[config.mk]
export PLATFORM = sky130hd
export DESIGN_NAME = dmem_responder
export DESIGN_NICKNAME = d
export VERILOG_FILES = /design/src/rtl/dmem_responder_pkg.sv /design/src/rtl/dmem_responder_array.sv /design/src/rtl/dmem_responder.sv
export SDC_FILE = /design/constraint.sdc
export NUM_CORES = 2
export LEC_CHECK = 0
export ABC_AREA = 1
export CAP_MARGIN = 0
export CORE_UTILIZATION = 29
export DETAILED_ROUTE_END_ITERATION = 8
export GPL_ROUTABILITY_DRIVEN = 0
export PLACE_DENSITY = 0.51
export REMOVE_ABC_BUFFERS = 1
export SLEW_MARGIN = 20
export SYNTH_ARGS = -nofsm -noshare
export SYNTH_HDL_FRONTEND = slang
export SYNTH_SLANG_ARGS = --single-unit
export TNS_END_PERCENT = 10
[constraint.sdc]
create_clock -name clk -period 8 [get_ports clk]
set_clock_uncertainty 0.05 [all_clocks]
set_input_delay 1.6 -clock clk [delete_from_list [all_inputs] [get_ports clk]]
set_output_delay 1.6 -clock clk [all_outputs]
set_load 0.03 [all_outputs]
[src/rtl/dmem_responder_pkg.sv]
// Shared types and helpers for the data-memory responder.
// Holds the FSM state encoding, the op encoding and the wait-counter sizing.
package dmem_responder_pkg;

    typedef enum logic [1:0] {
        ST_IDLE = 2'd0,
        ST_BUSY = 2'd1,
        ST_DONE = 2'd2
    } state_t;

    typedef enum logic {
        OP_RD = 1'b0,
        OP_WR = 1'b1
    } op_t;

    // The counter only ever holds WAIT_CYCLES-1, so clog2(WAIT_CYCLES) bits suffice; never fewer than one.
    function automatic int wait_cnt_width(input int wait_cycles);
        return (wait_cycles <= 2) ? 1 : $clog2(wait_cycles);
    endfunction

    localparam int DEFAULT_WAIT_CYCLES = 2;
    localparam int WAIT_CNT_W          = wait_cnt_width(DEFAULT_WAIT_CYCLES);

endpackage

[src/rtl/dmem_responder_array.sv]
// Word-addressed storage: synchronous write, combinational read, synchronous clear.
module dmem_array
    import dmem_responder_pkg::*;
#(
    parameter int DATA_WIDTH = 32,
    parameter int DEPTH      = 64,
    parameter int IDX_W      = 6
) (
    input  logic                  clk,
    input  logic                  reset,
    input  logic                  we,
    input  logic [IDX_W-1:0]      wr_idx,
    input  logic [DATA_WIDTH-1:0] wr_data,
    input  logic [IDX_W-1:0]      rd_idx,
    output logic [DATA_WIDTH-1:0] rd_data
);

    logic [DATA_WIDTH-1:0] mem [DEPTH];

    // Storage update: reset clears every word and takes priority over a pending write.
    always_ff @(posedge clk) begin
        if (reset) begin
            for (int i = 0; i < DEPTH; i++) begin
                mem[i] <= '0;
            end
        end else if (we) begin
            mem[wr_idx] <= wr_data;
        end else begin
            mem[wr_idx] <= mem[wr_idx];
        end
    end

    assign rd_data = mem[rd_idx];

endmodule

[src/rtl/dmem_responder.sv]
// Load/store data-memory responder: accepts a request, waits WAIT_CYCLES,
// then pulses ready (and err for illegal requests) with registered read data.
module dmem_responder
    import dmem_responder_pkg::*;
#(
    parameter int ADDR_WIDTH  = 8,
    parameter int DATA_WIDTH  = 32,
    parameter int DEPTH       = 64,
    parameter int WAIT_CYCLES = 2
) (
    input  logic                  clk,
    input  logic                  reset,
    input  logic                  memRead,
    input  logic                  memWrite,
    input  logic [ADDR_WIDTH-1:0] addr,
    input  logic [DATA_WIDTH-1:0] writeData,
    output logic [DATA_WIDTH-1:0] readData,
    output logic                  ready,
    output logic                  busy,
    output logic                  err
);

    localparam int IDX_W = ADDR_WIDTH - 2;
    localparam int CNT_W = wait_cnt_width(WAIT_CYCLES);
    localparam logic [CNT_W-1:0] CNT_LOAD =
        (WAIT_CYCLES == 0) ? '0 : CNT_W'(WAIT_CYCLES - 1);

    state_t                state;
    state_t                state_nxt;
    logic [CNT_W-1:0]      count;
    logic [CNT_W-1:0]      count_nxt;
    logic [IDX_W-1:0]      cap_idx;
    logic [IDX_W-1:0]      rd_idx;
    logic [DATA_WIDTH-1:0] cap_data;
    logic [DATA_WIDTH-1:0] rd_word;
    op_t                   cap_op;
    op_t                   op_nxt;
    logic                  cap_illegal;
    logic                  illegal_nxt;
    logic                  req;
    logic                  req_illegal;
    logic                  accept;
    logic                  wr_en;
    logic                  done_entry;

    assign req         = memRead | memWrite;
    assign req_illegal = (memRead & memWrite) | (addr[1:0] != 2'b00);

    // Next-state, counter and the view of the transaction being completed.
    always_comb begin
        state_nxt = state;
        count_nxt = count;
        accept    = 1'b0;
        case (state)
            ST_IDLE: begin
                if (req) begin
                    accept = 1'b1;
                    if (WAIT_CYCLES == 0) begin
                        state_nxt = ST_DONE;
                    end else begin
                        state_nxt = ST_BUSY;
                        count_nxt = CNT_LOAD;
                    end
                end else begin
                    state_nxt = ST_IDLE;
                end
            end
            ST_BUSY: begin
                if (count == '0) begin
                    state_nxt = ST_DONE;
                end else begin
                    count_nxt = count - CNT_W'(1);
                end
            end
            ST_DONE: begin
                state_nxt = ST_IDLE;
            end
            default: begin
                state_nxt = ST_IDLE;
                count_nxt = '0;
            end
        endcase

        // With zero wait states DONE is entered on the accept edge, so use the live request.
        if (accept) begin
            op_nxt      = memWrite ? OP_WR : OP_RD;
            illegal_nxt = req_illegal;
            rd_idx      = addr[ADDR_WIDTH-1:2];
        end else begin
            op_nxt      = cap_op;
            illegal_nxt = cap_illegal;
            rd_idx      = cap_idx;
        end

        done_entry = (state_nxt == ST_DONE) && (state != ST_DONE);
        wr_en      = (state == ST_DONE) && (cap_op == OP_WR) && !cap_illegal;
    end

    // FSM state, capture registers and registered outputs.
    always_ff @(posedge clk) begin
        if (reset) begin
            state       <= ST_IDLE;
            count       <= '0;
            cap_idx     <= '0;
            cap_data    <= '0;
            cap_op      <= OP_RD;
            cap_illegal <= 1'b0;
            readData    <= '0;
            ready       <= 1'b0;
            busy        <= 1'b0;
            err         <= 1'b0;
        end else begin
            state <= state_nxt;
            count <= count_nxt;
            if (accept) begin
                cap_idx     <= addr[ADDR_WIDTH-1:2];
                cap_data    <= writeData;
                cap_op      <= op_nxt;
                cap_illegal <= req_illegal;
            end else begin
                cap_idx     <= cap_idx;
                cap_data    <= cap_data;
                cap_op      <= cap_op;
                cap_illegal <= cap_illegal;
            end
            busy  <= (state_nxt != ST_IDLE);
            ready <= (state_nxt == ST_DONE);
            err   <= (state_nxt == ST_DONE) && illegal_nxt;
            // Load data is latched on DONE entry so it is valid alongside ready.
            if (done_entry && (op_nxt == OP_RD) && !illegal_nxt) begin
                readData <= rd_word;
            end else begin
                readData <= readData;
            end
        end
    end

    dmem_array #(
        .DATA_WIDTH (DATA_WIDTH),
        .DEPTH      (DEPTH),
        .IDX_W      (IDX_W)
    ) u_array (
        .clk     (clk),
        .reset   (reset),
        .we      (wr_en),
        .wr_idx  (cap_idx),
        .wr_data (cap_data),
        .rd_idx  (rd_idx),
        .rd_data (rd_word)
    );

endmodule
## After elaboration in Yosys (flattened, before gate mapping)

Memory sizes are Yosys's and may differ from the RTL's. A register that Yosys moved wholly into a read port is not among the register bits.
Cells that the tools add are included.

- Register bits after elaboration: 46
- Bits in writable memories: 2048
- Output and inout bits: 35
- Word-level logic and storage cells: 61
- Memories: 1

- Add/subtract/negate cells: 1
- Equal/unequal tests: 6
- Mux-type cells: 24
- Bitwise logic cells: 6
- Reduce and logical (&&, ||, !) cells: 14

Memories:

| memory | words | width | read ports | clocked after memory_dff | write ports | RTL line | RTL |
|---|---|---|---|---|---|---|---|
| u_array.mem | 64 | 32 | 1 | 1 | 64 | dmem_responder_array.sv:18 | `logic [DATA_WIDTH-1:0] mem [DEPTH];` |

Operators by type and width:

| operator | number |
|---|---|
| 2-to-1 mux 32 bit | 2 |
| OR reduction 32 bit | 1 |
| 2-to-1 mux 1 bit | 17 |
| 2-to-1 mux 6 bit | 2 |
| logical AND 1 bit | 6 |
| equality test 2 bit, second input constant | 2 |
| inequality test 2 bit, second input constant | 2 |
| one-hot mux 2 bit (2 select lines) | 1 |
| AND reduction 2 bit | 2 |
| nonzero test 2 bit | 2 |
| OR 1 bit | 3 |
| one-hot mux 1 bit (3 select lines) | 1 |
| equality test 2 x 1 -> 1 bit, second input constant | 1 |
| zero test 1 bit | 2 |
| zero test 2 bit | 1 |
| 2-to-1 mux 2 bit | 1 |
| inverter 1 bit | 2 |
| AND 1 bit | 1 |
| inequality test 0 bit | 1 |
| subtractor 1 bit, second input constant | 1 |

## Depth between registers and ports, before layout

- Word-level depth: 10
- Depth in mapped cells: 18
- Depth with buffers taken out: 15

## Hierarchy

From an unflattened synthesis, not the netlist that was laid out.

- Cells, all modules: 9712
- Area, all modules: 94318.0 um^2

Modules (own cells, without submodules):

| module | instances | cells an instance | area each (um^2) | sequential area each (um^2) |
|---|---|---|---|---|
| dmem_array | 1 | 9294 | 91327.6 | 61499.0 |
| dmem_responder | 1 | 418 | 2990.4 | 1561.5 |

## Least setup slack after synthesis

OpenSTA, ideal clock, no wires.

- Kind: input-to-reg
- Start: input port reset
- End: memory u_array.mem[0][0] (enable)
- Library setup time: 0.389 ns
- Arrival time: 3.382 ns
- Setup slack: 4.179 ns
- Stages on the path: 6
- Path buffers: 1
- Cell sequence: nor3_1 -> nand2_1 -> nor2_1 -> nand2_1 -> clkbuf_1 -> nand2_1

RTL lines:

| item | RTL line | RTL |
|---|---|---|
| from (decl) | dmem_responder.sv:12 | `input logic reset,` |
| to (decl) | dmem_responder_array.sv:18 |  |

## Worst setup path after layout

- Start: input port memWrite
- End: register readData[21], read port of u_array.mem

- Cells in the longest elaborated chain, start to end: 7
- Elaborated cells between the ends (all ways): 17
- Those cells by class: eq/ne: 1; mux: 8; bitwise: 4; reduce/logical: 4

Ends and longest elaborated chain:

| item | RTL line | RTL |
|---|---|---|
| from (decl) | dmem_responder.sv:14 | `input logic memWrite,` |
| OR 1 bit | dmem_responder.sv:46 | `assign req = memRead \| memWrite;` |
| 2-to-1 mux 1 bit | dmem_responder.sv:56 | `if (req) begin` |
| one-hot mux 2 bit (2 select lines) or 2-to-1 mux 1 bit (tied branches) | dmem_responder.sv:54 | `case (state)` |
| equality test 2 bit or 2-to-1 mux 1 bit (tied branches) | dmem_responder.sv:95, dmem_responder.sv:85 |  |
| logical AND 1 bit or inverter 1 bit (tied branches) | dmem_responder.sv:95, dmem_responder.sv:130 |  |
| logical AND 1 bit (2 in series) | dmem_responder.sv:130 | `if (done_entry && (op_nxt == OP_RD) && !illegal_nxt) begin` |
| to (decl) | dmem_responder.sv:17 | `output logic [DATA_WIDTH-1:0] readData,` |

Parallel ways exist; a longest one is shown, timed or not.
A chain may end at the register's enable or synchronous reset.

==> metrics <==
status complete, no violations; Critical Path RT 8.81 ns; clk buf depth 4; die height 592.6 um; prevailing post-synth register cell edfxtp_1; Avg Cell Area, Syn 8.853 sq um; R2R cell count 13; Final Non-Filler Cells 15870; io pins 79; largest net degree at the start of global routing 129; ys async rst share 0; Post-Syn Instances 11426; Post-DP HPWL 214700 um; CTS tree yes; Design Power 0.02895 W; total clock sinks 2126; Root Buffer clkbuf_16; Hold WC Path Type reg2reg; core area 346700 sq um; commonest cells in the netlist nand2_1 (2373), nor2_1 (2132), nand3_1 (2061), edfxtp_1 (2048), inv_1 (1728); fin nets 11133; WHS Path Cells 2; WL/cell 23.39 um; CTS Buf Count 236; Slew Viols, Final 0; CP Data Arrival Time 6.21 ns; hold_buf cts 0; Synth area leader edfxtp_1; clk slew on worst S/H paths 0.06 ns; Synth Register Bits 2126; IO Port Bufs 78; crit start category input port; # fillers 35530; setup violators final 0; initial antenna violation count 8; Final Hold Vio Count 0; Max-slew headroom 0.2313; Synthesis Warnings 0; Cell Rows 216; initial drt markers 9220; number of setup buffers added after CTS 0; EDFF count, synth 2048; share of post-route cells with drive strength above 1 0.05813; critical path type in2reg; leakage power 46.19 nW; Setup WS pre-CTS 1.864 ns; placed cell count 15429; vias in the first global route 71071; RSZ-0062 raised after global routing no; final wirelength 371200 um; Yosys cell types 23; Die Wd 592.6 um; DR vias/cell 4.876; PwrDens 253.9 nW/um^2; Worst Hold Slack 0.4367 ns; worst-margin pin slew 1.153 ns; Yosys top cell area share 0.6080; part of the cycle the worst path needs 0.6739; Max Cap Viol 0; crit path capture type flip-flop; area growth from synthesis to layout 12.71%; Mapped Area 101200 sq um; minimum clock period 5.391 ns; PostCTS Resize Cnt 0; Peak supply drop 185.9 uV; Initial Utilization 0.2917; first-pass iteration count of the detailed router 6; most common cell in the netlist nand2_1; DIE AREA 351200 sq um; clk_lat worst skew 0.93 ns; top cells by area, synth edfxtp_1 (61%), nand3_1 (10%), nand2_1 (8.8%), nor2_1 (7.9%), inv_1 (6.4%); GRT Total Usage 0.2067; FMAX 185.5 MHz; remaining antenna violation count after routing 0; Seq/Total Area, Yosys 0.6234; DRC violations left 0; DR vias 77381; first-pass GRT wire length 530400 um; total gr overflow 0; H-tree levels 4; Max Fanout on Critical Path 60; final worst setup slack 2.609 ns
[kinds of logic (layout without fill, tap and decap cells)]
| logic type | after synthesis | after routing | synth area share |
|---|---|---|---|
| simple gates | 6585 | 6585 | 0.2704 |
| flops | 2126 | 2126 | 0.6234 |
| compound gates | 73 | 73 | 0.003773 |
| buf+inv | 2642 | 2502 | 0.1024 |
| other cells | 0 | 6 | 0 |
[power breakdown]
group / switching, W / internal [W] / total, W
registers: 0.000148 / 0.0126 / 0.0127
clock network: 0.00467 / 0.00618 / 0.0109
logic: 0.00424 / 0.00116 / 0.00540
[sequential cells by signal, summed over array words and instances, names as in the netlist]
register and cells:
readData 32, ready 1, err 1, cap_data 32, count 1, cap_illegal 1
u_array.mem 2048, cap_op 1, state 2, cap_idx 6, busy 1
[layout by cell type, fill, tap and decap left out, drive strengths merged]
master	netlist	routed
a31oi	1	1
nand3	2061	2061
a21oi	35	35
nor2	2133	2133
dfxtp	78	78
o21ai	37	37
buf	376	260
clkinvlp	0	1
clkdlybuf4s50	0	77
nor3	14	14
clkinv	0	93
clkbuf	536	328
bufinv	0	14
diode	0	6
edfxtp	2048	2048
inv	1730	1729
nand2	2377	2377
[path summary, 6_finish.rpt]
path | start | endpoint | slack [ns]
worst max-delay path | memWrite | readData[21]$_SDFFE_PP0P_ | 2.61
worst min-delay path | count$_SDFFE_PP0P_ | count$_SDFFE_PP0P_ | 0.44
worst max register to register | state[1]$_SDFF_PP0_ | readData[21]$_SDFFE_PP0P_ | 2.89
worst min register to register | count$_SDFFE_PP0P_ | count$_SDFFE_PP0P_ | 0.44
[through the flow]
step	area [sq um]	setup TNS, ns	util
final	114000	0	0.3288
after detailed placement	106500	0	0.3071
after CTS	114000	0	0.3288
after floorplan	97290	-508.10	-
after global routing	114000	0	0.3288
after global placement	106500	0	0.3070
[per-layer routing]
metal  up-vias  part of all wire  routed length (um)  global-route usage
li1      35522                 -                   -                   -
met3       591             0.080               29700             0.03261
met1     38063              0.43              159200              0.2883
met4         4             0.050               18580             0.09228
met2      3201              0.44              163700              0.3158
met5         -          0.000081                  30                   0
[worst max-delay path: stages]
cell,delay (ns)
clkdlybuf4s50_1,0.42
inv_1,0.09
nand2_2,0.12
nand2_4,0.46
buf_4,0.52
nand2_1,0.17
o21ai_4,0.25
buf_4,0.74
nand3_1,0.38
nand3_1,0.18
nand3_1,0.09
nand3_1,0.28
nand3_1,0.42
nand3_1,0.22
nand2_1,0.06
inv_1,0.05
[area by class of cell]
| class | count | area, sq um | share of cell area |
|---|---|---|---|
| tap | 4578 | 5728 | 0.05024 |
| inverter | 1730 | 6579 | 0.05771 |
| multi-input combinational | 6658 | 27860 | 0.2443 |
| timing repair buffer | 337 | 3246 | 0.02847 |
| clock inverter | 107 | 928.4 | 0.008143 |
| clock buffer | 328 | 6594 | 0.05784 |
| sequential | 2126 | 63060 | 0.5531 |
| antenna | 6 | 15.01 | 0.0001317 |
(Power assumes the default switching activity.)
